===== src/rtl/vgroup_issue_seq.sv =====
// Vector register-group issue sequencer: expands one RVV instruction into 1..8
// per-register micro-ops over its LMUL group, each with a vl/SEW-derived byte mask.
module vgroup_issue_seq #(
  parameter int REG_AW   = 5,
  parameter int OP_W     = 4,
  parameter int SCALAR_W = 32,
  parameter int VL_W     = 8
) (
  input  logic                clk,
  input  logic                rst,
  input  logic                in_valid,
  output logic                in_ready,
  input  logic [OP_W-1:0]     in_valu_op,
  input  logic [REG_AW-1:0]   in_raA,
  input  logic [REG_AW-1:0]   in_raB,
  input  logic [REG_AW-1:0]   in_wa,
  input  logic [SCALAR_W-1:0] in_scalar,
  input  logic [2:0]          in_sew,
  input  logic [2:0]          in_lmul,
  input  logic [VL_W-1:0]     in_vl,
  output logic                uop_valid,
  input  logic                uop_ready,
  output logic [OP_W-1:0]     uop_valu_op,
  output logic [REG_AW-1:0]   uop_raA,
  output logic [REG_AW-1:0]   uop_raB,
  output logic [REG_AW-1:0]   uop_wa,
  output logic [SCALAR_W-1:0] uop_scalar,
  output logic [2:0]          uop_sew,
  output logic [2:0]          uop_idx,
  output logic [7:0]          uop_byte_en,
  output logic                uop_last,
  output logic                illegal
);

  typedef enum logic {IDLE, ISSUE} state_t;

  typedef struct packed {
    logic [REG_AW-1:0] ra;
    logic [REG_AW-1:0] rb;
    logic [REG_AW-1:0] wa;
    logic [2:0]        g_m1;
    logic [3:0]        epr;
    logic [6:0]        vl_eff;
  } ctx_t;

  state_t state;
  ctx_t   ctx;

  logic [3:0]        dec_g;
  logic [3:0]        dec_epr;
  logic [6:0]        dec_vlmax;
  logic [6:0]        dec_vl_eff;
  logic [REG_AW-1:0] dec_amask;
  logic              dec_illegal;
  logic [2:0]        nxt_idx;

  // Active bytes for register idx: clamp(vl_eff - idx*EPR, 0, EPR) elements, scaled by SEW.
  function automatic logic [7:0] calc_be(input logic [6:0] vl_eff, input logic [2:0] idx,
                                         input logic [3:0] epr, input logic [2:0] sew);
    logic [6:0] base;
    logic [6:0] rem;
    logic [6:0] act;
    logic [6:0] nb;
    logic [8:0] be9;
    base = 7'(idx) * 7'(epr);
    rem  = (vl_eff > base) ? vl_eff - base : 7'd0;
    act  = (rem > 7'(epr)) ? 7'(epr) : rem;
    nb   = act << sew[1:0];
    be9  = (9'd1 << nb[3:0]) - 9'd1;
    return be9[7:0];
  endfunction

  always_comb begin
    dec_g     = 4'd1;
    dec_epr   = 4'd8 >> in_sew[1:0];
    dec_vlmax = 7'(dec_epr);
    case (in_lmul)
      3'b000: begin dec_g = 4'd1; dec_vlmax = 7'(dec_epr);      end
      3'b001: begin dec_g = 4'd2; dec_vlmax = 7'(dec_epr) << 1; end
      3'b010: begin dec_g = 4'd4; dec_vlmax = 7'(dec_epr) << 2; end
      3'b011: begin dec_g = 4'd8; dec_vlmax = 7'(dec_epr) << 3; end
      3'b101: dec_vlmax = 7'(dec_epr) >> 3;
      3'b110: dec_vlmax = 7'(dec_epr) >> 2;
      3'b111: dec_vlmax = 7'(dec_epr) >> 1;
      default: dec_vlmax = 7'd0;
    endcase
    dec_amask   = REG_AW'(dec_g - 4'd1);
    dec_illegal = in_sew[2] || (in_lmul == 3'b100) || (dec_vlmax == 7'd0) ||
                  ((in_raA & dec_amask) != '0) || ((in_raB & dec_amask) != '0) ||
                  ((in_wa & dec_amask) != '0);
    dec_vl_eff  = (in_vl >= VL_W'(dec_vlmax)) ? dec_vlmax : 7'(in_vl);
  end

  assign in_ready = (state == IDLE);
  assign nxt_idx  = uop_idx + 3'd1;

  always_ff @(posedge clk or posedge rst) begin
    if (rst) begin
      state       <= IDLE;
      ctx         <= '0;
      uop_valid   <= 1'b0;
      uop_valu_op <= '0;
      uop_raA     <= '0;
      uop_raB     <= '0;
      uop_wa      <= '0;
      uop_scalar  <= '0;
      uop_sew     <= '0;
      uop_idx     <= '0;
      uop_byte_en <= '0;
      uop_last    <= 1'b0;
      illegal     <= 1'b0;
    end else begin
      illegal <= 1'b0;
      case (state)
        IDLE: begin
          if (in_valid) begin
            if (dec_illegal) begin
              illegal <= 1'b1;
            end else if (dec_vl_eff != 7'd0) begin
              ctx.ra      <= in_raA;
              ctx.rb      <= in_raB;
              ctx.wa      <= in_wa;
              ctx.g_m1    <= 3'(dec_g - 4'd1);
              ctx.epr     <= dec_epr;
              ctx.vl_eff  <= dec_vl_eff;
              uop_valu_op <= in_valu_op;
              uop_scalar  <= in_scalar;
              uop_sew     <= in_sew;
              uop_raA     <= in_raA;
              uop_raB     <= in_raB;
              uop_wa      <= in_wa;
              uop_idx     <= 3'd0;
              uop_byte_en <= calc_be(dec_vl_eff, 3'd0, dec_epr, in_sew);
              uop_last    <= (dec_g == 4'd1);
              uop_valid   <= 1'b1;
              state       <= ISSUE;
            end
          end
        end
        ISSUE: begin
          if (uop_ready) begin
            if (uop_last) begin
              uop_valid <= 1'b0;
              state     <= IDLE;
            end else begin
              // Alignment was checked at accept, so base+idx never wraps.
              uop_idx     <= nxt_idx;
              uop_raA     <= ctx.ra + REG_AW'(nxt_idx);
              uop_raB     <= ctx.rb + REG_AW'(nxt_idx);
              uop_wa      <= ctx.wa + REG_AW'(nxt_idx);
              uop_byte_en <= calc_be(ctx.vl_eff, nxt_idx, ctx.epr, uop_sew);
              uop_last    <= (nxt_idx == ctx.g_m1);
            end
          end
        end
        default: state <= IDLE;
      endcase
    end
  end

endmodule


===== config.mk =====
export PLATFORM = sky130hd
export DESIGN_NAME = vgroup_issue_seq
export DESIGN_NICKNAME = d
export VERILOG_FILES = /design/src/rtl/vgroup_issue_seq.sv
export SDC_FILE = /design/constraint.sdc
export NUM_CORES = 1
export LEC_CHECK = 0
export CAP_MARGIN = 0
export CORE_ASPECT_RATIO = 0.9
export CORE_UTILIZATION = 35
export DETAILED_ROUTE_END_ITERATION = 10
export HOLD_SLACK_MARGIN = 0.1
export SYNTH_ARGS = -nofsm -noshare
export SYNTH_HDL_FRONTEND = slang
export SYNTH_SLANG_ARGS = --single-unit
export TNS_END_PERCENT = 1

===== constraint.sdc =====
create_clock -name clk -period 5.9 [get_ports clk]
set_input_delay 1.18 -clock clk [delete_from_list [all_inputs] [get_ports clk]]
set_output_delay 1.18 -clock clk [all_outputs]
set_load 0.02 [all_outputs]

==> flow_summary.toml, run 1 <==
[detailed_routing]
drc = 0
vias_per_cell = 5.06
ant_nets = 0
vias = 5184
drtPass1Iterations = 4
drtIter0Drc = 192
routed_wl_um = 16900
wl_per_cell_um = 16.5

[sta]
fin_crit_sh = 1.05
hold_viol_final = 0
finalWorstSetupSlack_ns = -0.291
fin_skew_ns = 0.00515
maxSlewViolCount = 0
grt_setup_unrepaired = "true"
tightest_slew_ns = 0.722
max_slew_margin = 0.515
fmax_ghz = 0.162
setup_violations = 3
period_minus_slack_ns = 6.19

[synth]
ys_warn_count = 0
synth.most_common_cell = "dfrtp_1"
synth_edf_count = 0
netlist_top_cells_count = "dfrtp_1, nand2_1, mux2_2"
async_reset_ff_frac = 1.00
avgSynthCellArea_sq_um = 10.1
ys_seq_area_frac = 0.409
yosysTopAreaCell = "dfrtp_1"
ys_seq_elements = 98
synth_cells = 593
synth_area_leaders = "dfrtp_1, mux2_2, ha_1"
syn_nets = 708
ys_types = 60
synth_top_cell_area_share = 0.409
synthFlopType = "dfrtp_1"
syn-cell-area_sq_um = 5990

[setup_path]
required_ns = 6.19
worst_r2r_endpoint = "uop_byte_en[4]$_DFFE_PP0P_"
critPathLaunchType = "flop"
worst-path-max-fanout = 4
cp-startpoint = "uop_idx[1]$_DFFE_PP0P_"
slowest_delay_ns = 0.49
crit_arrival_ns = 6.48
crit_slowest_cell = "fa_1"
r2r-start = "uop_idx[1]$_DFFE_PP0P_"
crit_type = "flop to flop"
reg2reg_slack_ns = -0.29
worst_r2r_path_depth = 28
endpoint_kind = "flop"

[power]
swShare = 0.418
p_sw_uw = 2340
p_leak_uw = 0.00387
p_clk_frac = 0.100
power_density_nw_per_um2 = 638
intPower_uw = 3250
pwr-share-comb = 0.687
seqPwrFrac = 0.213
vdd_ir_drop_max_uv = 288

[floorplanning]
die_area_sq_um = 17700
placementRows = 45
initial_core_util = 0.356
die_h_um = 126
pin_count = 138
core_area_sq_um = 16800
die_x_um = 140

[outcome]
status = "finished with violations"
violations = "setup timing"

[worst_hold_path]
min_path_type = "flop to flop"
holdPathStages = 2
whs_endpoint = "uop_raA[4]$_DFFE_PP0P_"
hp-start = "uop_raA[4]$_DFFE_PP0P_"

[place]
place_area_sq_um = 8230
place_worst_setup_slack_ns = -0.540
place_hpwl_um = 12800
dpl.cell_count = 996
port_buffers = 137
place_congestion = 0.913

[grt]
grt_pass1_wl_um = 27000
antenna_found_initial = 0
grt_use_total = 0.195
gr-total-overflow = 0
first_global_vias = 5258
grt_max_degree = 63

[finish]
final_util = 0.521
fin_area_sq_um = 8770
n_antenna_cell = 0
layout.nets = 923
fillers = 1515
fin_cells = 1024
drive_above_1_share = 0.262
area_growth_syn_to_layout_pct = 46.4

[cts]
cts-root-buf = "clkbuf_16"
path_clk_slew_ns = 0.07
worst_skew_pair.late_latency_ns = 0.35
clockBufferDepth = 2
clock_sinks = 98
htreeDepth = 3
cts_tree = "done"
cts_buffers = 9
ctsHoldBuffers = 0

[job]
cap_violations = 0
-- routing by layer --
metal | wire [um] | global-route usage
met1 | 7580 | 0.250
met2 | 8280 | 0.329
met3 | 743 | 0.0414
met4 | 264 | 0.0608
met5 | 0 | 0
-- critical path, delay by kind of cell (launching register included) --
kind / cells / cell delay, ns
adders and majority gates: 7 / 2.01
AOI/OAI and AO/OA: 9 / 1.75
and+or+nand+nor: 7 / 1.41
DFF: 1 / 0.43
xor gates and xnor gates: 2 / 0.33
buffers and inverters: 3 / 0.23
-- power by group through the flow --
stage | Combinational (uW) | Clock, uW | Sequential [uW]
finish | 3850 | 560 | 1190
global route | 4170 | 604 | 1230
CTS | 3610 | 579 | 1190
detailed placement | 3320 | 0 | 1200
global placement | 3230 | 0 | 1180
floorplan | 1740 | 0 | 1440
-- worst max path at each step --
stage | to | depth (start not counted)
final | uop_byte_en[4]$_DFFE_PP0P_ | 28
after global routing | uop_byte_en[6]$_DFFE_PP0P_ | 28
after CTS | uop_byte_en[6]$_DFFE_PP0P_ | 27
after detailed placement | uop_byte_en[6]$_DFFE_PP0P_ | 27
after global placement | uop_byte_en[6]$_DFFE_PP0P_ | 27
after floorplan | uop_byte_en[4]$_DFFE_PP0P_ | 27
-- layout by cell type, fill, tap and decap left out, drive strengths merged, types with 3 or more instances in the layout --
| cell | count |
|---|---|
| a211o | 3 |
| a211oi | 4 |
| a21o | 8 |
| a21oi | 33 |
| a22oi | 3 |
| a31oi | 5 |
| and2 | 8 |
| buf | 92 |
| clkbuf | 11 |
| clkdlybuf4s50 | 134 |
| dfrtp | 98 |
| dlymetal6s2s | 3 |
| fa | 7 |
| ha | 39 |
| inv | 35 |
| mux2 | 54 |
| mux2i | 20 |
| nand2 | 60 |
| nand2b | 5 |
| nand3 | 8 |
| nand4 | 6 |
| nor2 | 38 |
| nor2b | 10 |
| nor3 | 8 |
| o2111ai | 3 |
| o211ai | 4 |
| o21ai | 51 |
| or3 | 7 |
| xnor2 | 13 |
| xor2 | 7 |
-- repair_timing --
item	4_1_cts	5_1_grt
pin swaps	16	9
setup endpoints to repair	3	7
setup buffers	11	2
resized for setup	9	24
-- cell type report --
cell class | instances | area [sq um] | area share
multi-input cells | 436 | 3540 | 0.404
flip-flops and latches | 98 | 2450 | 0.280
repair buffers | 229 | 2100 | 0.240
well taps | 211 | 264 | 0.0301
clock buffers | 11 | 243 | 0.0277
inverters | 34 | 130 | 0.0148
clock inverters | 5 | 37.5 | 0.00428
-- state kept, by name (all words and copies together) (netlist names), 3 cells and up --
| signal | cells |
|---|---|
| ctx | 29 |
| uop_byte_en | 8 |
| uop_idx | 3 |
| uop_raA | 5 |
| uop_raB | 5 |
| uop_scalar | 32 |
| uop_sew | 3 |
| uop_valu_op | 4 |
| uop_wa | 5 |
-- cells by family (layout without fill, tap and decap cells) --
logic type | Yosys count | count (layout) | share of synthesized area
AND/OR/NAND/NOR | 160 | 160 | 0.125
AO/OA/AOI/OAI | 135 | 135 | 0.152
flip-flops | 98 | 98 | 0.409
multiplexers | 75 | 75 | 0.139
buffers and inverters | 59 | 279 | 0.0411
adder cells (fa/ha/maj) | 46 | 46 | 0.105
XOR/XNOR | 20 | 20 | 0.0292
-- stage by stage --
step | power, uW | TNS [ns] | hold WS [ns]
finish | 5590 | -0.749 | 0.487
global route | 6010 | -1.57 | 0.512
CTS | 5370 | -0.387 | 0.493
detailed placement | 4510 | -1.61 | 0.477
global placement | 4410 | -0.769 | 0.472
floorplan | 3180 | -0.0840 | 0.450
Note: power is estimated with default switching activity, not from simulation.
==> run 2, diff against run 1 <==
Settings changed: CAP_MARGIN 0 to not set, CTS_BUF_LIST set to sky130_fd_sc_hd__clkbuf_2 sky130_fd_sc_hd__clkbuf_4 sky130_fd_sc_hd__clkbuf_8.
==> flow_summary.toml, run 2 (synthesized netlist as in run 1, its figures left out) <==
[setup_path]
crit_type = "flop to flop"
cp_num_buf_inv = 2
worst-path-max-fanout = 4
path_delay_family = "adder cells"
slowest_delay_ns = 0.49
critPathLaunchType = "flop"
endpoint_kind = "flop"
crit_arrival_ns = 6.45
required_ns = 6.21
crit_slowest_cell = "fa_1"

[cts]
ctsHoldBuffers = 0
cts_buffers = 9
cts_tree = "done"
worst_skew_pair.late_latency_ns = 0.37
cts-root-buf = "clkbuf_8"
clock_sinks = 98
clockBufferDepth = 2
path_clk_slew_ns = 0.10
htreeDepth = 3

[place]
place_area_sq_um = 8230
port_buffers = 137
place_congestion = 0.913
place_hpwl_um = 12800

[detailed_routing]
wl_per_cell_um = 16.3
vias = 5127
drc = 0
vias_per_cell = 5.05
ant_nets = 0
drtPass1Iterations = 4
routed_wl_um = 16500
drtIter0Drc = 215

[power]
swShare = 0.428
intPower_uw = 2950
power_density_nw_per_um2 = 603
seqPwrFrac = 0.230
p_sw_uw = 2210
p_clk_frac = 0.079
vdd_ir_drop_max_uv = 266
p_leak_uw = 0.00378
pwr-share-comb = 0.691

[grt]
use_met2 = 0.323
use_met1 = 0.247
grt_use_total = 0.192
grt_pass1_wl_um = 26700
gr-total-overflow = 0
gr-max-usage-layer = "met2"
first_global_vias = 5250
antenna_found_initial = 0
gr-usage-met3 = 0.0384
grt_max_degree = 63

[sta]
setup_violations = 2
maxSlewViolCount = 0
fin_skew_ns = 0.00688
hold_viol_final = 0
fin_crit_sh = 1.04
max_slew_margin = 0.510
period_minus_slack_ns = 6.14
finalWorstSetupSlack_ns = -0.240
tightest_slew_ns = 0.735
fmax_ghz = 0.163
grt_setup_unrepaired = "true"

[floorplanning]
die_area_sq_um = 17700
die_x_um = 140
pin_count = 138
initial_core_util = 0.356
die_h_um = 126
placementRows = 45
core_area_sq_um = 16800

[job]
cap_violations = 0

[outcome]
status = "finished with violations"
violations = "setup timing"

[worst_hold_path]
min_path_type = "flop to flop"

[finish]
n_antenna_cell = 0
layout.nets = 915
fin_area_sq_um = 8570
final_util = 0.509
final_common_cell = "clkdlybuf4s50_1"
area_growth_syn_to_layout_pct = 43.0
final_cell_mix = "clkdlybuf4s50_1, dfrtp_1, buf_4"
regMostFlops = "uop_scalar"
drive_above_1_share = 0.251
reg_top3 = "uop_scalar: 32 flops, ctx: 29 flops, uop_byte_en: 8 flops"
largest_reg_flops = 32
==> run 2: metal layers <==
layer  part of all wire  wire length (um)  vias up
met3              0.045               749       26
met5                  0                 0        -
li1                   -                 -     2513
met1               0.45              7510     2467
met2               0.48              7950      121
met4              0.019               311        0
==> run 2: layout make-up <==
| cell class | count | area, sq um |
|---|---|---|
| Clock buffer | 11 | 145 |
| Tap cell | 211 | 264 |
| Timing Repair Buffer | 221 | 2040 |
| Clock inverter | 5 | 37.5 |
| Multi-Input combinational cell | 436 | 3500 |
| Fill cell | 1530 | 8260 |
| Inverter | 34 | 130 |
| Sequential cell | 98 | 2450 |
==> run 2: power groups by stage <==
| stage | registers (uW) | logic [uW] | clock network, uW |
|---|---|---|---|
| after floorplan | 1440 | 1740 | 0 |
| after global placement | 1180 | 3230 | 0 |
| after detailed placement | 1200 | 3320 | 0 |
| after CTS | 1180 | 3470 | 429 |
| after global routing | 1230 | 3890 | 454 |
| final | 1190 | 3570 | 410 |
==> run 2: what timing repair did <==
item,in CTS,in global routing
buffers inserted,5,0
pin swaps,12,6
resized for setup,8,18
endpoints found under the setup margin,3,5
==> run 2: tightest hold or removal path: stages (launching register included) <==
cell and delay (ns):
dfrtp_1 0.36, nand2_1 0.05, o21ai_1 0.06
==> run 2: worst paths after layout <==
path | slack (ns) | startpoint | depth (start not counted) | end
setup / recovery | -0.24 | uop_idx[1]$_DFFE_PP0P_ | 27 | uop_byte_en[6]$_DFFE_PP0P_
setup reg to reg | -0.24 | uop_idx[1]$_DFFE_PP0P_ | 27 | uop_byte_en[6]$_DFFE_PP0P_
hold reg to reg | 0.49 | uop_raA[4]$_DFFE_PP0P_ | 2 | uop_raA[4]$_DFFE_PP0P_
min in group asynchronous | 1.30 | rst | 2 | uop_scalar[25]$_DFFE_PP0P_
hold / removal | 0.49 | uop_raA[4]$_DFFE_PP0P_ | 2 | uop_raA[4]$_DFFE_PP0P_
max in group asynchronous | 3.54 | rst | 3 | uop_scalar[24]$_DFFE_PP0P_
==> run 2: metrics by stage <==
stage	worst slack [ns]	power [uW]	hold WS (ns)	setup TNS (ns)	instances
2_1_floorplan	-0.0424	3180	0.450	-0.0840	593
3_3_place_gp	-0.303	4410	0.472	-0.769	996
3_5_place_dp	-0.540	4510	0.477	-1.61	996
4_1_cts	-0.188	5090	0.500	-0.363	1016
5_1_grt	-0.462	5570	0.520	-1.25	1016
6_report	-0.240	5170	0.493	-0.418	1016
